### config.mk
export PLATFORM = sky130hd
export DESIGN_NAME = channel_scan_sequencer
export DESIGN_NICKNAME = d
export VERILOG_FILES = /design/src/rtl/channel_scan_sequencer.sv
export SDC_FILE = /design/constraint.sdc
export NUM_CORES = 1
export LEC_CHECK = 0
export ABC_AREA = 0
export CAP_MARGIN = 20
export CORE_MARGIN = 5
export CORE_UTILIZATION = 30
export CTS_CLUSTER_DIAMETER = 100
export CTS_CLUSTER_SIZE = 30
export DETAILED_ROUTE_END_ITERATION = 10
export PLACE_DENSITY = 0.51
export RECOVER_POWER = 25
export SLEW_MARGIN = 15
export SYNTH_ARGS = -nofsm -noshare
export SYNTH_HDL_FRONTEND = slang
export SYNTH_SLANG_ARGS = --single-unit
### constraint.sdc
create_clock -name clk -period 5.3 [get_ports clk]
set_input_delay 1.06 -clock clk [delete_from_list [all_inputs] [get_ports clk]]
set_output_delay 1.06 -clock clk [all_outputs]
set_load 0.02 [all_outputs]
### src/rtl/channel_scan_sequencer.sv
// Channel scan sequencer: steps a 3-bit decoder select through the enabled channels of a
// captured mask, holding each for dwell+1 cycles. Define SCAN_CONTINUOUS_EN for wrap-around scanning.
`timescale 1ns/1ps
module channel_scan_sequencer #(
    parameter int unsigned DWELL_W = 4
) (
    input  logic               clk,
    input  logic               rst_n,
    input  logic               start,
    input  logic               stop,
    input  logic [7:0]         mask,
    input  logic [DWELL_W-1:0] dwell,
    output logic [2:0]         sel,
    output logic               sel_valid,
    output logic               busy,
    output logic               done
);

    typedef enum logic [1:0] {
        StIdle = 2'd0,
        StScan = 2'd1,
        StDone = 2'd2
    } state_e;

    localparam logic [DWELL_W-1:0] CntOne = DWELL_W'(1);

    state_e             r_state;
    logic [7:0]         r_mask;
    logic [DWELL_W-1:0] r_dwell;
    logic [DWELL_W-1:0] r_cnt;
    logic [2:0]         r_sel;
    logic               r_sel_valid;
    logic               r_busy;
    logic               r_done;

    logic [2:0]         w_first_sel;
    logic [2:0]         w_wrap_sel;
    logic [2:0]         w_next_sel;
    logic               w_has_next;

    function automatic logic [2:0] f_lowest(input logic [7:0] m);
        logic [2:0] idx;
        idx = '0;
        for (int i = 7; i >= 0; i--) begin
            if (m[i]) idx = 3'(i);
        end
        return idx;
    endfunction

    assign w_first_sel = f_lowest(mask);
    assign w_wrap_sel  = f_lowest(r_mask);

    // Nearest enabled channel strictly above the current one in the captured mask.
    always_comb begin
        w_has_next = 1'b0;
        w_next_sel = r_sel;
        for (int i = 7; i >= 0; i--) begin
            if (r_mask[i] && (i > int'(r_sel))) begin
                w_has_next = 1'b1;
                w_next_sel = 3'(i);
            end
        end
    end

    always_ff @(posedge clk or negedge rst_n) begin
        if (!rst_n) begin
            r_state     <= StIdle;
            r_mask      <= '0;
            r_dwell     <= '0;
            r_cnt       <= '0;
            r_sel       <= '0;
            r_sel_valid <= 1'b0;
            r_busy      <= 1'b0;
            r_done      <= 1'b0;
        end else begin
            r_done <= 1'b0;
            unique case (r_state)
                StIdle: begin
                    if (start) begin
                        r_mask  <= mask;
                        r_dwell <= dwell;
                        if (mask != '0) begin
                            r_state     <= StScan;
                            r_sel       <= w_first_sel;
                            r_sel_valid <= 1'b1;
                            r_busy      <= 1'b1;
                            r_cnt       <= dwell;
                        end else begin
                            r_state <= StDone;
                            r_done  <= 1'b1;
                        end
                    end
                end
                StScan: begin
                    // Abort wins over dwell expiry.
                    if (stop) begin
                        r_state     <= StIdle;
                        r_sel_valid <= 1'b0;
                        r_busy      <= 1'b0;
                    end else if (r_cnt != '0) begin
                        r_cnt <= r_cnt - CntOne;
                    end else if (w_has_next) begin
                        r_sel <= w_next_sel;
                        r_cnt <= r_dwell;
                    end else begin
`ifdef SCAN_CONTINUOUS_EN
                        r_sel  <= w_wrap_sel;
                        r_cnt  <= r_dwell;
                        r_done <= 1'b1;
`else
                        r_state     <= StDone;
                        r_sel_valid <= 1'b0;
                        r_busy      <= 1'b0;
                        r_done      <= 1'b1;
`endif
                    end
                end
                StDone: begin
                    r_state <= StIdle;
                end
                default: begin
                    r_state <= StIdle;
                end
            endcase
        end
    end

`ifndef SCAN_CONTINUOUS_EN
    logic w_unused_wrap;
    assign w_unused_wrap = ^w_wrap_sel;
`endif

    assign sel       = r_sel;
    assign sel_valid = r_sel_valid;
    assign busy      = r_busy;
    assign done      = r_done;

endmodule

==> results of run 1 <==
## metrics by stage
step / hold WS (ns) / instance area [µm²] / cells
global route: 0.528 / 1660 / 207
detailed placement: 0.493 / 1630 / 204
floorplan: 0.455 / 1370 / 134
finish: 0.502 / 1660 / 207
global placement: 0.478 / 1630 / 204
CTS: 0.506 / 1670 / 207
## power breakdown
part	internal, mW	total [mW]	leakage [nW]	switching [mW]
registers	0.221	0.295	0.266	0.0739
clock network	0.0507	0.102	0.0216	0.0514
logic	0.176	0.336	0.361	0.160
## synth_stat cells, drive strengths merged, types with 2 or more instances
master   count
inv          7
a22o         2
buf          3
o21ai        7
a21o         2
dfrtp       22
nor3         2
a21oi       11
a31oi        2
nand3        2
nand2        8
o2bb2ai      3
nor3b        2
o21bai       2
nor2        11
nor2b        2
a211oi       3
or3b         4
mux2        10
nand2b       7
## per-layer routing
layer | part of all wire, % | vias to the layer above | track usage (%)
li1 | - | 539 | -
met1 | 46 | 538 | 14.6
met2 | 50 | 21 | 19.9
met3 | 3.3 | 6 | 2.31
met4 | 1.1 | 0 | 3.95
met5 | 0 | - | 0
## path summary, 6_finish.rpt
check / cells past startpoint / slack, ns / end / start
max in group asynchronous: 1 / 3.52 / sel[1]$_DFFE_PN0P_ / rst_n
max: 4 / 2.54 / r_mask[1]$_DFFE_PN0P_ / start
max reg2reg: 6 / 3.29 / sel[2]$_DFFE_PN0P_ / r_cnt[0]$_DFFE_PN0P_
min in group asynchronous: 1 / 1.04 / r_mask[5]$_DFFE_PN0P_ / rst_n
min reg2reg: 1 / 0.50 / r_state[1]$_DFFE_PN0P_ / r_state[1]$_DFFE_PN0P_
min: 1 / 0.50 / r_state[1]$_DFFE_PN0P_ / r_state[1]$_DFFE_PN0P_
## sequential cells by signal, summed over array words and instances, names as in the netlist
name	cells
sel	3
busy	1
done	1
r_cnt	4
r_state	2
r_dwell	4
r_mask	7
## cell type report
class / count / share of cell area, %
repair buffers: 22 / 12.7
multi-input cells: 101 / 46.2
clock buffers: 3 / 2.48
well taps: 52 / 3.92
flip-flops and latches: 22 / 33.1
inverters: 7 / 1.58
## logic make-up (layout without fill, tap and decap cells)
group                    Yosys count  count (layout)
AND/OR/NAND/NOR                   43              43
buffers and inverters             11              32
flip-flops                        22              22
AO/OA/AOI/OAI                     46              46
adder cells (fa/ha/maj)            1               1
multiplexers                      11              11
## cell usage in the layout, fill, tap and decap left out, types with 2 or more instances in the layout
master,Yosys,layout
a211oi_1,3,3
a21o_1,2,2
a21oi_1,9,9
a22o_1,2,2
clkbuf_8,0,3
clkdlybuf4s50_1,0,20
dfrtp_1,22,22
inv_1,7,7
mux2_2,8,8
mux2_4,2,2
nand2_1,8,8
nand2b_1,7,7
nand3_1,2,2
nor2_1,9,9
nor2_2,2,2
nor2b_1,2,2
nor3_1,2,2
o21ai_0,7,7
o21bai_1,2,2
o2bb2ai_1,3,3
or3b_1,3,3
==> impl_metrics.csv, run 1 <==
group,metric,value,unit
drt,num_vias,1104,
synthesis,ys_warn_count,0,
hold_path,hp-class,"reg2reg",
sta,tightest_slew,1.24,ns
synthesis,yosys.area.top_type_share,40.3,%
synthesis,muxShareOfSynthArea,9.53,%
synthesis,synth_cell_types,50,
sta,hold_viol_final,0,
grt,grt_max_degree,23,
clocking,cts_root_buf,"clkbuf_8",
sta,layout_min_cycle_time,2.76,ns
floorplan,coreArea,4380,µm²
sta,finalCritPeriodShare,52.1,%
sta,max_freq,0.362,GHz
synthesis,yosys.area_share.xor_xnor,0,%
synthesis,synthSimpleGateAreaFrac,19.2,%
setup_path,path_class,"in2reg",
setup_path,cp-start-kind,"primary input",
sta,setup_violations,0,
grt,antenna_found_initial,0,
clocking,cts.htree.levels,1,
sta,rsz0062_at_grt,"false",
final_layout,fin_nets,174,
drt,wl,3220,µm
sta,finClkSkew,0.00146,ns
synthesis,synth_area,1370,µm²
setup_path,critPathMaxFanout,7,
synthesis,post-synth-top-area-cell,"dfrtp_1",
placement,io_buffers,21,
final_layout,syn_to_final_growth,21.7,%
final_layout,diodes,0,
clocking,cts_tree,"done",
pwr,ir_drop,0.192,mV
final_layout,register_area,551,µm²
clocking,cts.path.max_buffers,2,
synthesis,syn-num-nets,151,
floorplan,ios,22,
floorplan,initial_core_util,31.1,%
final_layout,multi_input_area,767,µm²
pwr,p_total,0.734,mW
setup_path,worst-path-buf-inv,2,
synthesis,ys.flop_type,"dfrtp_1",
placement,dp_slack,2.27,ns
floorplan,die_h,77.5,µm
synthesis,synth_adder_area_share,0.917,%
clocking,cts_buffers,3,
grt,grt_usage,11.6,%
sta,fin_tns_setup,0,ns
synthesis,ys_seq_area_share,40.3,%
floorplan,dieArea,6000,µm²
clocking,cts.sinks,22,
final_layout,drive_above_1_share,14.8,%
drt,ant_nets,0,
synthesis,synthCells,134,
status,status,"complete, no violations",
pwr,p_leak,0.649,nW
synthesis,synth_top_family_by_area,"compound AO/OA/AOI/OAI gates",
final_layout,fin_util,37.9,%
sta,slew_headroom,17.2,%
setup_path,slowest_delay,0.75,ns
sta,maxSlewViolCount,0,
grt,grt_pass1_vias,1175,
drt,wire_per_inst,15.6,µm
flow_run,maxCapViolations,0,
setup_path,cp_data_arrival_time,2.91,ns
setup_path,path_delay_family,"buffers and inverters",
synthesis,synth_compound_gate_area_share,26.5,%
synthesis,avgSynthCellArea,10.2,µm²
floorplan,die_w,77.5,µm
setup_path,crit_slowest_cell,"nor3b_1",
setup_path,crit_path_end_kind,"flop",
floorplan,rows,24,
setup_path,worstPathCellList,"clkdlybuf4s50_1, nor3b_1, buf_4, mux2_2",
synthesis,synth-edff-count,0,
drt,drc,0,
setup_path,required,5.45,ns
clocking,postCtsHoldBufs,0,
synthesis,synthArstFlopShare,100,%
placement,dpl.hpwl,2500,µm
clocking,clk_latency,0.26,ns
final_layout,n_fill_cell,441,
drt,dr.pass1.iters,4,
pwr,power_density,442,nW/µm²
grt,grt_overflow,0,
synthesis,yosys-top-cells-area,"dfrtp_1 (40%), mux2_2 (6.6%), a21oi_1 (3.3%)",
clocking,ctsResizeCount,0,
clocking,post_cts_buffers,0,
synthesis,synth_seq_cells,22,
sta,timing.final.ws_setup,2.54,ns
grt,grt_first_pass_wirelength,5690,µm
placement,place.gp.congestion,0.834,
drt,viasPerCell,5.33,
drt,drt_iter0_drc,61,
clocking,path_clk_slew,0.07,ns
Note: power is estimated with default switching activity, not from simulation.
==> run 2: changes to the inputs <==
==> constraint.sdc (replaced) <==
create_clock -name clk -period 2.6 [get_ports clk]
set_input_delay 0.52 -clock clk [delete_from_list [all_inputs] [get_ports clk]]
set_output_delay 0.52 -clock clk [all_outputs]
set_load 0.02 [all_outputs]
==> impl_metrics.csv, run 2 (synthesized netlist as in run 1, its figures left out) <==
group,metric,value,unit
setup_path,required,2.75,ns
floorplan,dieArea,6000,µm²
clocking,clk_latency,0.26,ns
drt,wl,3260,µm
setup_path,cp_data_arrival_time,2.28,ns
clocking,cts.path.max_buffers,2,
pwr,ir_drop,0.398,mV
setup_path,ff2ff_path_depth,6,
drt,drc,0,
clocking,path_clk_slew,0.08,ns
clocking,cts_root_buf,"clkbuf_8",
flow_run,maxCapViolations,0,
sta,rsz0062_at_grt,"false",
hold_path,min_to,"r_state[1]$_DFFE_PN0P_",
final_layout,layout_common_cells,"dfrtp_1 (22), clkdlybuf4s50_1 (20), a21oi_1 (9), nor2_1 (9)",
hold_path,min_from,"r_state[1]$_DFFE_PN0P_",
sta,layout_min_cycle_time,2.13,ns
sta,finClkSkew,0.00272,ns
drt,wire_per_inst,15.5,µm
final_layout,diodes,0,
final_layout,fin_util,38.6,%
sta,fin_tns_setup,0,ns
setup_path,critPathMaxFanout,5,
setup_path,r2r-end,"sel[0]$_DFFE_PN0P_",
setup_path,r2r_start,"r_cnt[0]$_DFFE_PN0P_",
clocking,cts_tree,"done",
sta,tightest_slew,1.20,ns
floorplan,rows,24,
sta,max_freq,0.470,GHz
final_layout,fin_nets,176,
drt,drt_iter0_drc,43,
pwr,p_total,1.53,mW
sta,slew_headroom,20.1,%
drt,ant_nets,0,
clocking,ctsResizeCount,0,
setup_path,path_class,"in2reg",
placement,io_buffers,21,
sta,setup_violations,0,
grt,met3_usage,3.36,%
clocking,cts.sinks,22,
grt,antenna_found_initial,0,
pwr,power_density,906,nW/µm²
grt,grt_overflow,0,
final_layout,stdcell_count,210,
grt,grt.met2_usage,19.4,%
final_layout,syn_to_final_growth,24.0,%
grt,grt_max_degree,23,
clocking,cts_buffers,3,
sta,holdWs,0.493,ns
floorplan,die_h,77.5,µm
final_layout,regMostFlops,"r_mask",
final_layout,reg.largest.list,"r_mask x7, r_cnt x4, r_dwell x4",
drt,dr.pass1.iters,4,
final_layout,layout_commonest_cell,"dfrtp_1",
drt,num_vias,1121,
final_layout,largest_reg_flops,7,
status,status,"complete, no violations",
grt,grt_pass1_vias,1186,
setup_path,cp-start-kind,"primary input",
floorplan,die_w,77.5,µm
grt,grt_usage,11.6,%
placement,postPlaceCellArea,1640,µm²
grt,use_met1,14.6,%
clocking,cts.htree.levels,1,
sta,hold_viol_final,0,
sta,finalCritPeriodShare,81.8,%
sta,maxSlewViolCount,0,
sta,timing.final.ws_setup,0.473,ns
clocking,postCtsHoldBufs,0,
floorplan,ios,22,
hold_path,min_path_cells,1,
grt,grt_first_pass_wirelength,5650,µm
floorplan,coreArea,4380,µm²
placement,dp_slack,0.204,ns
setup_path,startpoint,"start",
placement,place.gp.congestion,0.791,
floorplan,initial_core_util,31.1,%
placement,dp_cells,206,
setup_path,ff2ff_setup_slack,0.61,ns
placement,dpl.hpwl,2540,µm
clocking,post_cts_buffers,0,
hold_path,hp-class,"reg2reg",
grt,gr-max-usage-layer,"met2",
setup_path,crit_path_end_kind,"flop",
pwr,p_leak,0.665,nW
final_layout,fin_area,1690,µm²
drt,viasPerCell,5.34,
final_layout,drive_above_1_share,15.8,%
## run 2: worst max-delay path by stage
| stage | end | cells after the start | slack (ns) |
|---|---|---|---|
| after floorplan | sel[0]$_DFFE_PN0P_ | 5 | 0.79 |
| after global placement | sel[2]$_DFFE_PN0P_ | 6 | 0.25 |
| after detailed placement | sel[0]$_DFFE_PN0P_ | 6 | 0.20 |
| after CTS | sel[0]$_DFFE_PN0P_ | 6 | 0.47 |
| after global routing | r_cnt[0]$_DFFE_PN0P_ | 6 | 0.43 |
| final | sel[0]$_DFFE_PN0P_ | 6 | 0.47 |
## run 2: area by class of cell
type | instances | area, µm²
inverters | 7 | 26.3
repair buffers | 24 | 229
flip-flops and latches | 22 | 551
well taps | 52 | 65.1
fillers | 446 | 2690
multi-input cells | 101 | 767
clock buffers | 4 | 55.1
## run 2: layer usage
metal / part of all wire (%) / wire length, µm
met5: 0 / 0
met4: 1.3 / 44
met2: 50 / 1630
met3: 4.7 / 153
met1: 44 / 1440
## run 2: power by group
part	leakage (nW)	switching [mW]	internal (mW)
logic	0.370	0.327	0.363
registers	0.266	0.148	0.451
clock network	0.0288	0.108	0.135
total	0.665	0.584	0.949
## run 2: critical path: stages
cell and delay (ns):
clkdlybuf4s50_1 0.48, or3b_4 0.43, a31oi_4 0.24, a21oi_2 0.07, a21oi_4 0.21, mux2_4 0.32
==> run 3: changes to the inputs <==
--- a/config.mk
+++ b/config.mk
@@ -12,7 +12,7 @@
 export CTS_CLUSTER_DIAMETER = 100
 export CTS_CLUSTER_SIZE = 30
 export DETAILED_ROUTE_END_ITERATION = 10
-export PLACE_DENSITY = 0.51
+export PLACE_DENSITY = 0.53
 export RECOVER_POWER = 25
 export SLEW_MARGIN = 15
 export SYNTH_ARGS = -nofsm -noshare
==> constraint.sdc (replaced) <==
create_clock -name clk -period 1.8 [get_ports clk]
set_input_delay 0.36 -clock clk [delete_from_list [all_inputs] [get_ports clk]]
set_output_delay 0.36 -clock clk [all_outputs]
set_load 0.02 [all_outputs]
==> impl_metrics.csv, run 3 (synthesized netlist as in run 1, its figures left out) <==
group,metric,value,unit
status,status,"complete, no violations",
setup_path,path_class,"reg2out",
placement,io_buffers,21,
clocking,cts.path.max_buffers,2,
final_layout,stdcell_count,240,
grt,grt_overflow,0,
final_layout,layout_common_cells,"buf_4 (32), dfrtp_1 (19), clkdlybuf4s50_1 (17), a21oi_1 (9), nor2_1 (9)",
placement,postPlaceCellArea,1850,µm²
clocking,postCtsHoldBufs,0,
drt,drc,0,
setup_path,slowest_delay,0.64,ns
floorplan,dieArea,6000,µm²
floorplan,rows,24,
sta,hold_viol_final,0,
pwr,p_leak,0.837,nW
sta,timing.final.ws_setup,0.0544,ns
final_layout,fin_nets,206,
clocking,clk_latency,0.26,ns
placement,dp_slack,-0.334,ns
pwr,power_density,1280,nW/µm²
floorplan,initial_core_util,31.1,%
grt,grt_pass1_vias,1332,
clocking,cts.htree.levels,1,
drt,dr.pass1.iters,4,
floorplan,ios,22,
drt,wire_per_inst,15.1,µm
setup_path,crit_slowest_cell,"clkdlybuf4s50_1",
flow_run,maxCapViolations,0,
final_layout,layout_commonest_cell,"buf_4",
clocking,cts_tree,"done",
floorplan,die_w,77.5,µm
floorplan,die_h,77.5,µm
final_layout,fin_area,1950,µm²
grt,grt_usage,12.3,%
placement,place.gp.congestion,0.834,
final_layout,syn_to_final_growth,43.1,%
setup_path,critPathMaxFanout,11,
sta,holdWs,0.502,ns
clocking,cts.sinks,22,
final_layout,fin_util,44.5,%
clocking,cts_root_buf,"clkbuf_8",
drt,num_vias,1258,
clocking,cts_buffers,3,
final_layout,largest_reg_flops,7,
setup_path,required,1.44,ns
setup_path,path_delay_family,"buffers and inverters",
placement,dpl.hpwl,2870,µm
floorplan,coreArea,4380,µm²
hold_path,hp-class,"reg2reg",
setup_path,cp_data_arrival_time,1.39,ns
final_layout,regMostFlops,"r_mask",
final_layout,n_fill_cell,416,
grt,grt_first_pass_wirelength,6110,µm
setup_path,crit_path_end_kind,"output pin",
pwr,ir_drop,0.728,mV
sta,rsz0062_at_grt,"false",
sta,tightest_slew,0.575,ns
drt,wl,3620,µm
placement,dp_cells,234,
final_layout,diodes,0,
final_layout,reg.largest.list,"r_mask x7, r_cnt x4, r_dwell x4",
clocking,path_clk_slew,0.08,ns
sta,max_freq,0.573,GHz
sta,maxSlewViolCount,0,
sta,layout_min_cycle_time,1.75,ns
grt,grt_max_degree,23,
drt,viasPerCell,5.24,
drt,ant_nets,0,
final_layout,drive_above_1_share,33.5,%
setup_path,cp-start-kind,"flop",
sta,slew_headroom,61.7,%
setup_path,worst-path-buf-inv,1,
setup_path,worstPathCellList,"clkdlybuf4s50_1",
drt,drt_iter0_drc,65,
sta,finalCritPeriodShare,97.0,%
grt,antenna_found_initial,0,
sta,setup_violations,0,
sta,finClkSkew,0.00213,ns
## run 3: cell count changes in the layout (fill, tap and decap cells not counted), sizes merged
cell           delta
clkdlybuf4s50     -3
dlygate4sd2       +1
dlymetal6s2s      +2
buf              +30
## run 3: repair_timing
action,in CTS,in global routing
resized for setup,2,8
setup buffers,0,2
pin swaps,0,2
setup endpoints to repair,4,7
## run 3: where the power goes
part / leakage, nW / total (mW) / internal [mW] / switching, mW
Clock: 0.0288 / 0.353 / 0.195 / 0.158
Sequential: 0.263 / 0.825 / 0.658 / 0.167
Combinational: 0.545 / 1.32 / 0.710 / 0.610
## run 3: per-layer routing
metal / vias up / GRT usage [%] / part of all wire (%)
met5: - / 0 / 0
met4: 0 / 3.95 / 1.5
met3: 6 / 2.89 / 4.2
met2: 33 / 21.8 / 50
met1: 611 / 14.6 / 44
li1: 608 / - / -
## run 3: layout make-up
class                           instances  area, µm²  share of cell area [%]
Multi-Input combinational cell        101        793                    40.6
Inverter                                7       26.3                    1.35
Tap cell                               52       65.1                    3.33
Sequential cell                        22        554                    28.4
Clock buffer                            4       55.1                    2.82
Timing Repair Buffer                   54        459                    23.5
## run 3: worst paths after layout
| check | depth (start not counted) | end | start | slack, ns |
|---|---|---|---|---|
| worst max-delay path | 1 | sel[2] | sel[2]$_DFFE_PN0P_ | 0.05 |
| worst min-delay path | 1 | r_state[1]$_DFFE_PN0P_ | r_state[1]$_DFFE_PN0P_ | 0.50 |
| worst max register to register | 5 | sel[2]$_DFFE_PN0P_ | sel[1]$_DFFE_PN0P_ | 0.07 |
| worst min register to register | 1 | r_state[1]$_DFFE_PN0P_ | r_state[1]$_DFFE_PN0P_ | 0.50 |
| max in group asynchronous | 2 | sel[1]$_DFFE_PN0P_ | rst_n | 0.77 |
| min in group asynchronous | 2 | r_mask[4]$_DFFE_PN0P_ | rst_n | 0.62 |
## run 3: metrics by stage
| stage | TNS, ns | power, mW |
|---|---|---|
| detailed placement | -2.17 | 2.08 |
| floorplan | 0 | 1.57 |
| CTS | 0 | 2.45 |
| finish | 0 | 2.50 |
| global route | 0 | 2.67 |
| global placement | -1.85 | 2.05 |
